File: config.mk
export PLATFORM = sky130hd
export DESIGN_NAME = dcache_data_stage
export DESIGN_NICKNAME = d
export VERILOG_FILES = /design/src/rtl/dcache_data_stage.sv
export SDC_FILE = /design/constraint.sdc
export NUM_CORES = 2
export LEC_CHECK = 0
export CORE_ASPECT_RATIO = 1.5
export CORE_MARGIN = 2
export CORE_UTILIZATION = 40
export CTS_BUF_LIST = sky130_fd_sc_hd__clkbuf_2
export CTS_CLUSTER_SIZE = 14
export DETAILED_ROUTE_END_ITERATION = 10
export PLACE_DENSITY = 0.61
export SETUP_SLACK_MARGIN = 0.02
export SKIP_LAST_GASP = 1
export SYNTH_ARGS = -nofsm -noshare
export SYNTH_HDL_FRONTEND = slang
export SYNTH_SLANG_ARGS = --single-unit
File: constraint.sdc
create_clock -name clk_i -period 29.3 [get_ports clk_i]
set_input_delay 5.86 -clock clk_i [delete_from_list [all_inputs] [get_ports clk_i]]
set_output_delay 5.86 -clock clk_i [all_outputs]
set_load 0.005 [all_outputs]
File: src/rtl/dcache_data_stage.sv
// dcache_data_stage -- cache (C) stage of the data cache.
//
// This stage sits after the TL->C pipeline latch. It performs loads and
// stores on the 4-way data array when the access hits. When the access
// misses, it writes back the dirty victim line if there is one. It then
// refills the line from memory. During this time it stalls the core.
// When the refill completes, it tells the tag stage which line it installed.
//
// Ports
//   clk_i, rst_i          clock, synchronous active-high reset
//   c_addr_i ...c_wdata_i latched access from the TL stage (addr, byte flag,
//                         hit way, LRU way, hit, miss, store, store data)
//   rd_data_o/rd_valid_o  load result (a byte load is zero-extended)
//   stall_core_o          holds the core and the TL->C latch
//   mem_*                 line-wide memory port; mem_ack_i is a one-cycle
//                         completion pulse, and mem_rdata_i is valid with it
//   fill_*_o              one-cycle install notice for the tag stage
//
// Optional feature (macro DCACHE_PERF_CNT_EN): adds hit_cnt_o, miss_cnt_o
// and wb_cnt_o. These are free-running 32-bit event counters.
module dcache_data_stage #(
  parameter int LINE_W = 128,
  parameter int SETS   = 4,
  parameter int WORD_W = 32
) (
  input  logic                clk_i,
  input  logic                rst_i,
  input  logic [19:0]         c_addr_i,
  input  logic                c_rqst_byte_i,
  input  logic [1:0]          c_hit_way_i,
  input  logic [1:0]          c_lru_way_i,
  input  logic                c_hit_i,
  input  logic                c_miss_i,
  input  logic                c_wr_i,
  input  logic [WORD_W-1:0]   c_wdata_i,
  output logic [WORD_W-1:0]   rd_data_o,
  output logic                rd_valid_o,
  output logic                stall_core_o,
  output logic                mem_req_o,
  output logic                mem_we_o,
  output logic [19:0]         mem_addr_o,
  output logic [LINE_W-1:0]   mem_wdata_o,
  input  logic                mem_ack_i,
  input  logic [LINE_W-1:0]   mem_rdata_i,
`ifdef DCACHE_PERF_CNT_EN
  output logic [31:0]         hit_cnt_o,
  output logic [31:0]         miss_cnt_o,
  output logic [31:0]         wb_cnt_o,
`endif
  output logic                fill_valid_o,
  output logic [1:0]          fill_way_o,
  output logic [1:0]          fill_index_o,
  output logic [13:0]         fill_tag_o
);

  localparam int ADDR_W = 20;
  localparam int WAYS   = 4;
  localparam int IDX_W  = $clog2(SETS);
  localparam int TAG_W  = ADDR_W - 4 - IDX_W;

  typedef enum logic [1:0] {IDLE, WB_REQ, FILL_REQ, FILL_DONE} state_t;

  state_t                  state_q;
  logic [WAYS*SETS-1:0]    dirty_q;
  logic [LINE_W-1:0]       data_q [WAYS][SETS];
  logic [TAG_W-1:0]        stag_q [WAYS][SETS];
  logic [1:0]              victim_q;
  logic [LINE_W-1:0]       fill_line_q;

  logic [IDX_W-1:0]        idx;
  logic [TAG_W-1:0]        tag;
  logic [3:0]              off;
  logic [LINE_W-1:0]       line_hit;
  logic [LINE_W-1:0]       line_vict;
  logic [LINE_W-1:0]       fill_merged;
  logic                    hit_req;

  // Read a word (addr[3:2]) or a zero-extended byte (addr[3:0]) from a line.
  function automatic logic [WORD_W-1:0] read_word(input logic [LINE_W-1:0] line,
                                                  input logic [3:0] o,
                                                  input logic is_byte);
    if (is_byte)
      return {{(WORD_W-8){1'b0}}, line[{o, 3'b000} +: 8]};
    return line[{o[3:2], 5'b00000} +: WORD_W];
  endfunction

  // Merge a byte or word of store data into a line.
  function automatic logic [LINE_W-1:0] merge_store(input logic [LINE_W-1:0] line,
                                                    input logic [3:0] o,
                                                    input logic is_byte,
                                                    input logic [WORD_W-1:0] wd);
    logic [LINE_W-1:0] r;
    r = line;
    if (is_byte)
      r[{o, 3'b000} +: 8] = wd[7:0];
    else
      r[{o[3:2], 5'b00000} +: WORD_W] = wd;
    return r;
  endfunction

  assign idx         = c_addr_i[4 +: IDX_W];
  assign tag         = c_addr_i[ADDR_W-1 -: TAG_W];
  assign off         = c_addr_i[3:0];
  // When miss and hit are both asserted, the miss takes precedence.
  assign hit_req     = c_hit_i & ~c_miss_i;
  assign line_hit    = data_q[c_hit_way_i][idx];
  assign line_vict   = data_q[victim_q][idx];
  assign fill_merged = c_wr_i ? merge_store(fill_line_q, off, c_rqst_byte_i, c_wdata_i)
                              : fill_line_q;

  // Outputs decode from the registered state. Reset forces every output low
  // in the same cycle, so an outstanding request is dropped at once.
  always_comb begin
    rd_data_o    = '0;
    rd_valid_o   = 1'b0;
    stall_core_o = 1'b0;
    mem_req_o    = 1'b0;
    mem_we_o     = 1'b0;
    mem_addr_o   = '0;
    mem_wdata_o  = '0;
    fill_valid_o = 1'b0;
    fill_way_o   = '0;
    fill_index_o = '0;
    fill_tag_o   = '0;
    if (!rst_i) begin
      case (state_q)
        IDLE: begin
          if (c_miss_i) begin
            stall_core_o = 1'b1;
          end else if (hit_req && !c_wr_i) begin
            rd_valid_o = 1'b1;
            rd_data_o  = read_word(line_hit, off, c_rqst_byte_i);
          end
        end
        WB_REQ: begin
          stall_core_o = 1'b1;
          mem_req_o    = 1'b1;
          mem_we_o     = 1'b1;
          mem_addr_o   = {stag_q[victim_q][idx], idx, 4'b0000};
          mem_wdata_o  = line_vict;
        end
        FILL_REQ: begin
          stall_core_o = 1'b1;
          mem_req_o    = 1'b1;
          mem_addr_o   = {c_addr_i[ADDR_W-1:4], 4'b0000};
        end
        FILL_DONE: begin
          fill_valid_o = 1'b1;
          fill_way_o   = victim_q;
          fill_index_o = idx;
          fill_tag_o   = tag;
          if (!c_wr_i) begin
            rd_valid_o = 1'b1;
            rd_data_o  = read_word(fill_merged, off, c_rqst_byte_i);
          end
        end
        default: ;
      endcase
    end
  end

  // Control: miss FSM and dirty bits.
  always_ff @(posedge clk_i) begin
    if (rst_i) begin
      state_q <= IDLE;
      dirty_q <= '0;
    end else begin
      case (state_q)
        IDLE: begin
          if (c_miss_i)
            state_q <= dirty_q[{c_lru_way_i, idx}] ? WB_REQ : FILL_REQ;
          else if (hit_req && c_wr_i)
            dirty_q[{c_hit_way_i, idx}] <= 1'b1;
        end
        WB_REQ:    if (mem_ack_i) state_q <= FILL_REQ;
        FILL_REQ:  if (mem_ack_i) state_q <= FILL_DONE;
        FILL_DONE: begin
          dirty_q[{victim_q, idx}] <= c_wr_i;
          state_q <= IDLE;
        end
        default: state_q <= IDLE;
      endcase
    end
  end

  // Datapath: the arrays have no reset. Writes are suppressed while reset is
  // asserted, so an abandoned miss cannot corrupt a line.
  always_ff @(posedge clk_i) begin
    if (!rst_i) begin
      case (state_q)
        IDLE: begin
          if (c_miss_i)
            victim_q <= c_lru_way_i;
          else if (hit_req && c_wr_i)
            data_q[c_hit_way_i][idx] <= merge_store(line_hit, off, c_rqst_byte_i, c_wdata_i);
        end
        FILL_REQ: if (mem_ack_i) fill_line_q <= mem_rdata_i;
        FILL_DONE: begin
          data_q[victim_q][idx] <= fill_merged;
          stag_q[victim_q][idx] <= tag;
        end
        default: ;
      endcase
    end
  end

`ifdef DCACHE_PERF_CNT_EN
  logic [31:0] hit_cnt_q, miss_cnt_q, wb_cnt_q;

  always_ff @(posedge clk_i) begin
    if (rst_i) begin
      hit_cnt_q  <= '0;
      miss_cnt_q <= '0;
      wb_cnt_q   <= '0;
    end else begin
      if (state_q == IDLE && hit_req)         hit_cnt_q  <= hit_cnt_q + 32'd1;
      if (state_q == IDLE && c_miss_i)        miss_cnt_q <= miss_cnt_q + 32'd1;
      if (state_q == WB_REQ && mem_ack_i)     wb_cnt_q   <= wb_cnt_q + 32'd1;
    end
  end

  assign hit_cnt_o  = rst_i ? 32'd0 : hit_cnt_q;
  assign miss_cnt_o = rst_i ? 32'd0 : miss_cnt_q;
  assign wb_cnt_o   = rst_i ? 32'd0 : wb_cnt_q;
`endif

endmodule

Word level (Yosys, flattened, before mapping):

Memory sizes are Yosys's and may differ from the RTL's. A register that Yosys moved wholly into a read port is not among the register bits.
Cells that the tools add are included.

* input port bits: 191
* output and inout port bits: 203
* memories kept: 2
* logic and storage cells: 142
* RAM bits: 2272
* flip-flop bits (word level): 148

Memories
* data_q: depth 4, bits a word 512, rd ports 2, clocked after memory_dff 1, write ports 1, RTL line 65 `logic [LINE_W-1:0] data_q [WAYS][SETS];`
* stag_q: depth 4, bits a word 56, rd ports 1, clocked after memory_dff 1, write ports 1, RTL line 66 `logic [TAG_W-1:0] stag_q [WAYS][SETS];`

* reductions and logical operators: 14
* order comparisons: 7
* shift operators: 8
* eq/ne operators: 8
* $add $sub $neg: 2
* muxes and demuxes: 92
* bitwise logic cells: 5

Operators with widths (number)
* 2-to-1 mux 512 bit: 4
* 2-to-1 mux 128 bit: 14
* binary-select mux 128 bit (select 2 bit): 2
* bitwise mux 128 bit: 4
* OR reduction 512 bit: 1
* demux 128 bit (select 2 bit): 1
* 2-to-1 mux 32 bit: 8
* indexed part select 128 x 8 -> 32 bit: 2
* indexed part select 128 x 8 -> 8 bit: 2
* variable shift 32 x 9 -> 128 bit (first input constant): 1
* variable shift 8 x 9 -> 128 bit (first input constant): 1
* indexed part select 32 x 9 -> 128 bit: 1
* indexed part select 8 x 9 -> 128 bit: 1
* 2-to-1 mux 14 bit: 5
* one-hot mux 32 bit (2 select lines): 1
* 2-to-1 mux 56 bit: 1
* one-hot mux 20 bit (2 select lines): 1
* 2-to-1 mux 16 bit: 2
* one-hot mux 16 bit (2 select lines): 1
* binary-select mux 14 bit (select 2 bit): 1
* demux 14 bit (select 2 bit): 1
* 2-to-1 mux 1 bit: 27
* 2-to-1 mux 2 bit: 11
* 2-to-1 mux 20 bit: 1
* 23 further kinds: 42

Longest topological paths before layout:

* word-level depth: 12
* gate-level depth with buffers: 20
* gate-level depth less buffers: 11

Worst setup path before layout:

Ideal clock, no wire load.

* path type: input-to-output
* start point: input c_addr_i[2]
* end point: output rd_data_o[28]
* buffers on the path: 9
* data required time: 23.440 ns
* stages on the path: 18
* path slack: 13.631 ns
* arrival time: 9.809 ns
* path through: buf_2 buf_2 buf_2 inv_2 buf_2 clkbuf_1 clkbuf_1 ha_1 clkbuf_1 and4bb_2 clkbuf_1 buf_1 nand2_1 o32ai_1 a31oi_1 mux4_2 o22a_1 nor2_1

* cells in the longest elaborated chain, start to end: 10
* elaborated cells on any way between the ends: 19
* classes of those cells: add/sub (2); shift (6); mux (11)

RTL lines
* start, declared: RTL line 28 `input logic [19:0] c_addr_i,`
* negator 7 -> 9 bit, on equally long branches: RTL line 97, 95
* indexed part select 32 x 9 -> 128 bit (tied with other cells): RTL line 97 `r[{o[3:2], 5'b00000} +: WORD_W] = wd;`
* bitwise mux 128 bit, on equally long branches: RTL line 97, 95
* 2-to-1 mux 128 bit: RTL line 94 `if (is_byte)`
* 2-to-1 mux 128 bit: RTL line 108 `assign fill_merged = c_wr_i ? merge_store(fill_line_q, off, c_rqst_byte_i, c_wdata_i)`
* indexed part select 128 x 8 -> 32 bit: RTL line 84 `return line[{o[3:2], 5'b00000} +: WORD_W];`
* 2-to-1 mux 32 bit: RTL line 84
* 2-to-1 mux 32 bit: RTL line 152 `if (!c_wr_i) begin`
* one-hot mux 32 bit (2 select lines) *: RTL line 126 `case (state_q)`
* 2-to-1 mux 32 bit *: RTL line 125 `if (!rst_i) begin`
* end, declared: RTL line 36 `output logic [WORD_W-1:0] rd_data_o,`

Every way passes the cells marked *; elsewhere a longest branch is shown, timed or not.

Worst setup path in the final report:

* start point: input c_hit_way_i[0]
* end point: output rd_data_o[6]

* cells in the longest elaborated chain, start to end: 11
* elaborated cells on any way between the ends: 12
* classes of those cells: shift (2); mux (9); memory (1)

RTL lines
* start, declared: RTL line 30 `input logic [1:0] c_hit_way_i,`
* memory read (4 x 512 bit) *
* binary-select mux 128 bit (select 2 bit) *: RTL line 106 `assign line_hit = data_q[c_hit_way_i][idx];`
* 2-to-1 mux 128 bit (not written as such) * (2 in series): RTL line 106
* indexed part select 128 x 8 -> 8 bit: RTL line 83 `return {{(WORD_W-8){1'b0}}, line[{o, 3'b000} +: 8]};`
* 2-to-1 mux 32 bit: RTL line 82 `if (is_byte)`
* 2-to-1 mux 32 bit *: RTL line 84
* 2-to-1 mux 32 bit *: RTL line 130 `end else if (hit_req && !c_wr_i) begin`
* 2-to-1 mux 32 bit *: RTL line 128 `if (c_miss_i) begin`
* one-hot mux 32 bit (2 select lines) *: RTL line 126
* 2-to-1 mux 32 bit *: RTL line 125

Every way passes the cells marked *; elsewhere a longest branch is shown, timed or not. The select of a mux whose other input is x is not followed.

==> flow_summary_export.csv <==
group,metric,value,unit
cts,clk_pin_slew_worst_paths,110,ps
logic_synthesis,synth-async-reset-ratio,0,%
cells_and_area,nets,8202,
logic_synthesis,synth_cell_types,101,
logic_synthesis,yosys.area.top_type_share,59.50,%
detailed_routing,post_drt_wl_per_cell,43.89,um
detailed_routing,wl,547200,um
global_route,gr-usage-all-layers,35.11,%
pwr,vdd_drop_max,0.00003371,V
logic_synthesis,ys_top_cells_by_area,"edfxtp_1 (60%), mux4_2 (24%), nand2_1 (1.8%)",
setup_path,worstPathBufferInverterCount,6,
setup_path,worstPathCellList,"buf_8 -> buf_4 -> buf_4 -> buf_4 -> buf_4 -> mux4_2 -> nand2_1 -> and2_1 -> mux2_2 -> mux2i_1 -> o21ai_0 -> o21ai_0 -> a21oi_1 -> a41oi_1 -> clkdlybuf4s50_1",
min_path,hp-class,"register to register",
setup_path,slowest_delay,1140,ps
floorplanning,start_util,40.19,%
placed_design,io_buffers,389,
logic_synthesis,syn_avg_cell_area,16.71,sq um
cts,post_cts_buffers,0,
setup_path,setup.worst_path.class,"input pin to output port",
sta,setup_violations,0,
sta,fin_setup_tns,0,ps
sta,finalMaxSlewViolations,1,
floorplanning,die_height,678.2,um
sta,hold_violations,0,
cts,clock_path_buffers,4,
floorplanning,fp-row-count,247,
sta,fmax,53.45,MHz
setup_path,cp-start-kind,"input pin",
pwr,p_per_area,58.95,mW/mm^2
logic_synthesis,synth_common_cells,"edfxtp_1 (2402), mux4_2 (1277), nand2_1 (590)",
setup_path,arrival,12850,ps
global_route,grt_start_max_net_pins,138,
logic_synthesis,ys.flop_type,"edfxtp_1",
setup_path,slowest_stage,"a41oi_1",
cts,ctsHtreeMaxLevel,6,
setup_path,crit_fanout,64,
logic_synthesis,yosys_warnings,0,
detailed_routing,ant_nets,0,
global_route,grt_pass1_vias,83090,
logic_synthesis,yosys.area.top_type,"edfxtp_1",
cts,postCtsResizedCells,0,
sta,slew_headroom,-0.2923,%
status,violations,"max-capacitance violations, max-slew violations",
cts,numClockSinks,2422,
detailed_routing,drtIter0Drc,11990,
global_route,antenna_found_initial,73,
cells_and_area,fillers,26600,
logic_synthesis,yosysMostFrequentCell,"edfxtp_1",
sta,tightest_slew,1497,ps
floorplanning,core_area,0.3016,sq mm
setup_path,crit_top_cell,"buf_4",
sta,fin_worst_skew,232.4,ps
setup_path,crit_family,"buffers and inverters",
setup_path,required,23440,ps
cts,clock_latency,2010,ps
logic_synthesis,syn_area,0.1212,sq mm
placed_design,dp_hpwl,365600,um
detailed_routing,vias,84390,
setup_path,endpoint_kind,"output port",
status,status,"finished with violations",
cells_and_area,layout-drive-gt1-share,32.36,%
logic_synthesis,synth_edf_count,2402,
sta,holdWs,482.2,ps
global_route,grt_overflow,0,
placed_design,post-place-cells,11390,
sta,rsz0062_at_grt,"false",
cells_and_area,area_growth,12.51,%
logic_synthesis,synth-seq-cells,2422,
sta,layout_min_cycle_time,18710,ps
logic_synthesis,syn_inst,7254,
cts,clockRootBuffer,"clkbuf_2",
floorplanning,io-pin-count,394,
detailed_routing,via_per_inst,6.769,
detailed_routing,drc,0,
flow_run,maxCapViolations,1,
placed_design,gp_congestion,1.074,
floorplanning,fp.dieW,453.5,um
global_route,grt_pass1_wl,729300,um
cts,cts_tree,"built",
sta,fin_crit_sh,63.85,%
logic_synthesis,yosysSeqAreaShare,59.83,%
cts,cts_made_buffers,584,
detailed_routing,drt_pre_antenna_iters,8,
floorplanning,die_area,0.3076,sq mm
cells_and_area,instances_no_fill,12470,
cts,cts_hold_buffers,0,
pwr,power.leakage,43.85,nW
==> metal layers <==
layer / global-route usage [%] / wire length, um / up-vias
li1: - / - / 32380
met1: 45.32 / 202600 / 44830
met2: 53.07 / 249500 / 5784
met3: 7.878 / 51960 / 1357
met4: 23.66 / 42900 / 42
met5: 0 / 327 / -
==> worst paths after layout <==
path | cells past startpoint | end | from | slack [ps]
min | 2 | dirty_q[10] | dirty_q[10] | 480
max reg2reg | 8 | data_q[1][299] | state_q[0] | 22630
max | 15 | rd_data_o[6] | c_hit_way_i[0] | 10590
min reg2reg | 2 | dirty_q[10] | dirty_q[10] | 480
==> tightest hold or removal path, stage by stage, from the launching register on <==
cell,delay [ps]
dfxtp_1,320
o21ai_0,60
a21oi_1,60
==> per-stage QoR <==
step / util (%) / area, sq um / setup slack, ps / total power, W
floorplan: - / 121200 / 13630 / 0.005049
global placement: 43.42 / 131000 / 10470 / 0.005828
detailed placement: 43.43 / 131000 / 10650 / 0.005844
CTS: 45.13 / 136100 / 10640 / 0.008059
global route: 45.19 / 136300 / 10260 / 0.008301
finish: 45.22 / 136400 / 10590 / 0.008040
==> layout by cell type (no fill, tap or decap), types with 28 or more instances in the layout <==
cell                n
edfxtp_1         2402
mux4_2           1277
clkbuf_2          830
nand2_1           590
buf_4             383
clkdlybuf4s50_1   379
a21oi_1           310
nor2_1            269
o21ai_0           254
and2_1            172
clkinv_1          129
mux2i_1           122
nand3_1            97
a221oi_1           95
o211ai_1           88
a22oi_1            86
diode_2            65
o21ai_1            61
a211oi_1           50
nor3_1             42
a21o_1             41
a31oi_1            36
o22ai_1            33
a22o_1             32
inv_1              31
a211o_1            28
==> flip-flops by register name, summed over array words and instances, names as in the netlist, named ones only <==
register and flops:
dirty_q 16, data_q 2048, victim_q 2, state_q 2, stag_q 224, fill_line_q 128
==> cell families after synthesis <==
logic type / synth area share, %
flip-flops: 59.83
multiplexers: 24.96
AO/OA/AOI/OAI: 7.582
AND/OR/NAND/NOR: 5.013
buffers and inverters: 2.469
adder cells (fa/ha/maj): 0.1239
XOR/XNOR: 0.01445
other: 0.003094
==> cell type report <==
class,instances,area (sq um),share of cell area [%]
inverters,41,166.4,0.1220
well taps,3984,4985,3.655
flip-flops and latches,2422,72540,53.19
clock inverters,175,991.0,0.7266
diodes,65,162.7,0.1193
repair buffers,789,7134,5.231
multi-input cells,4161,46260,33.92
clock buffers,830,4154,3.046
==> power by group <==
group          internal [W]  switching [W]  leakage (nW)
Combinational      0.000662        0.00112          18.1
Sequential          0.00397      0.0000444          21.8
Clock              0.000847        0.00139          3.92
Total               0.00548        0.00256          43.8
Note: power is estimated with default switching activity, not from simulation.
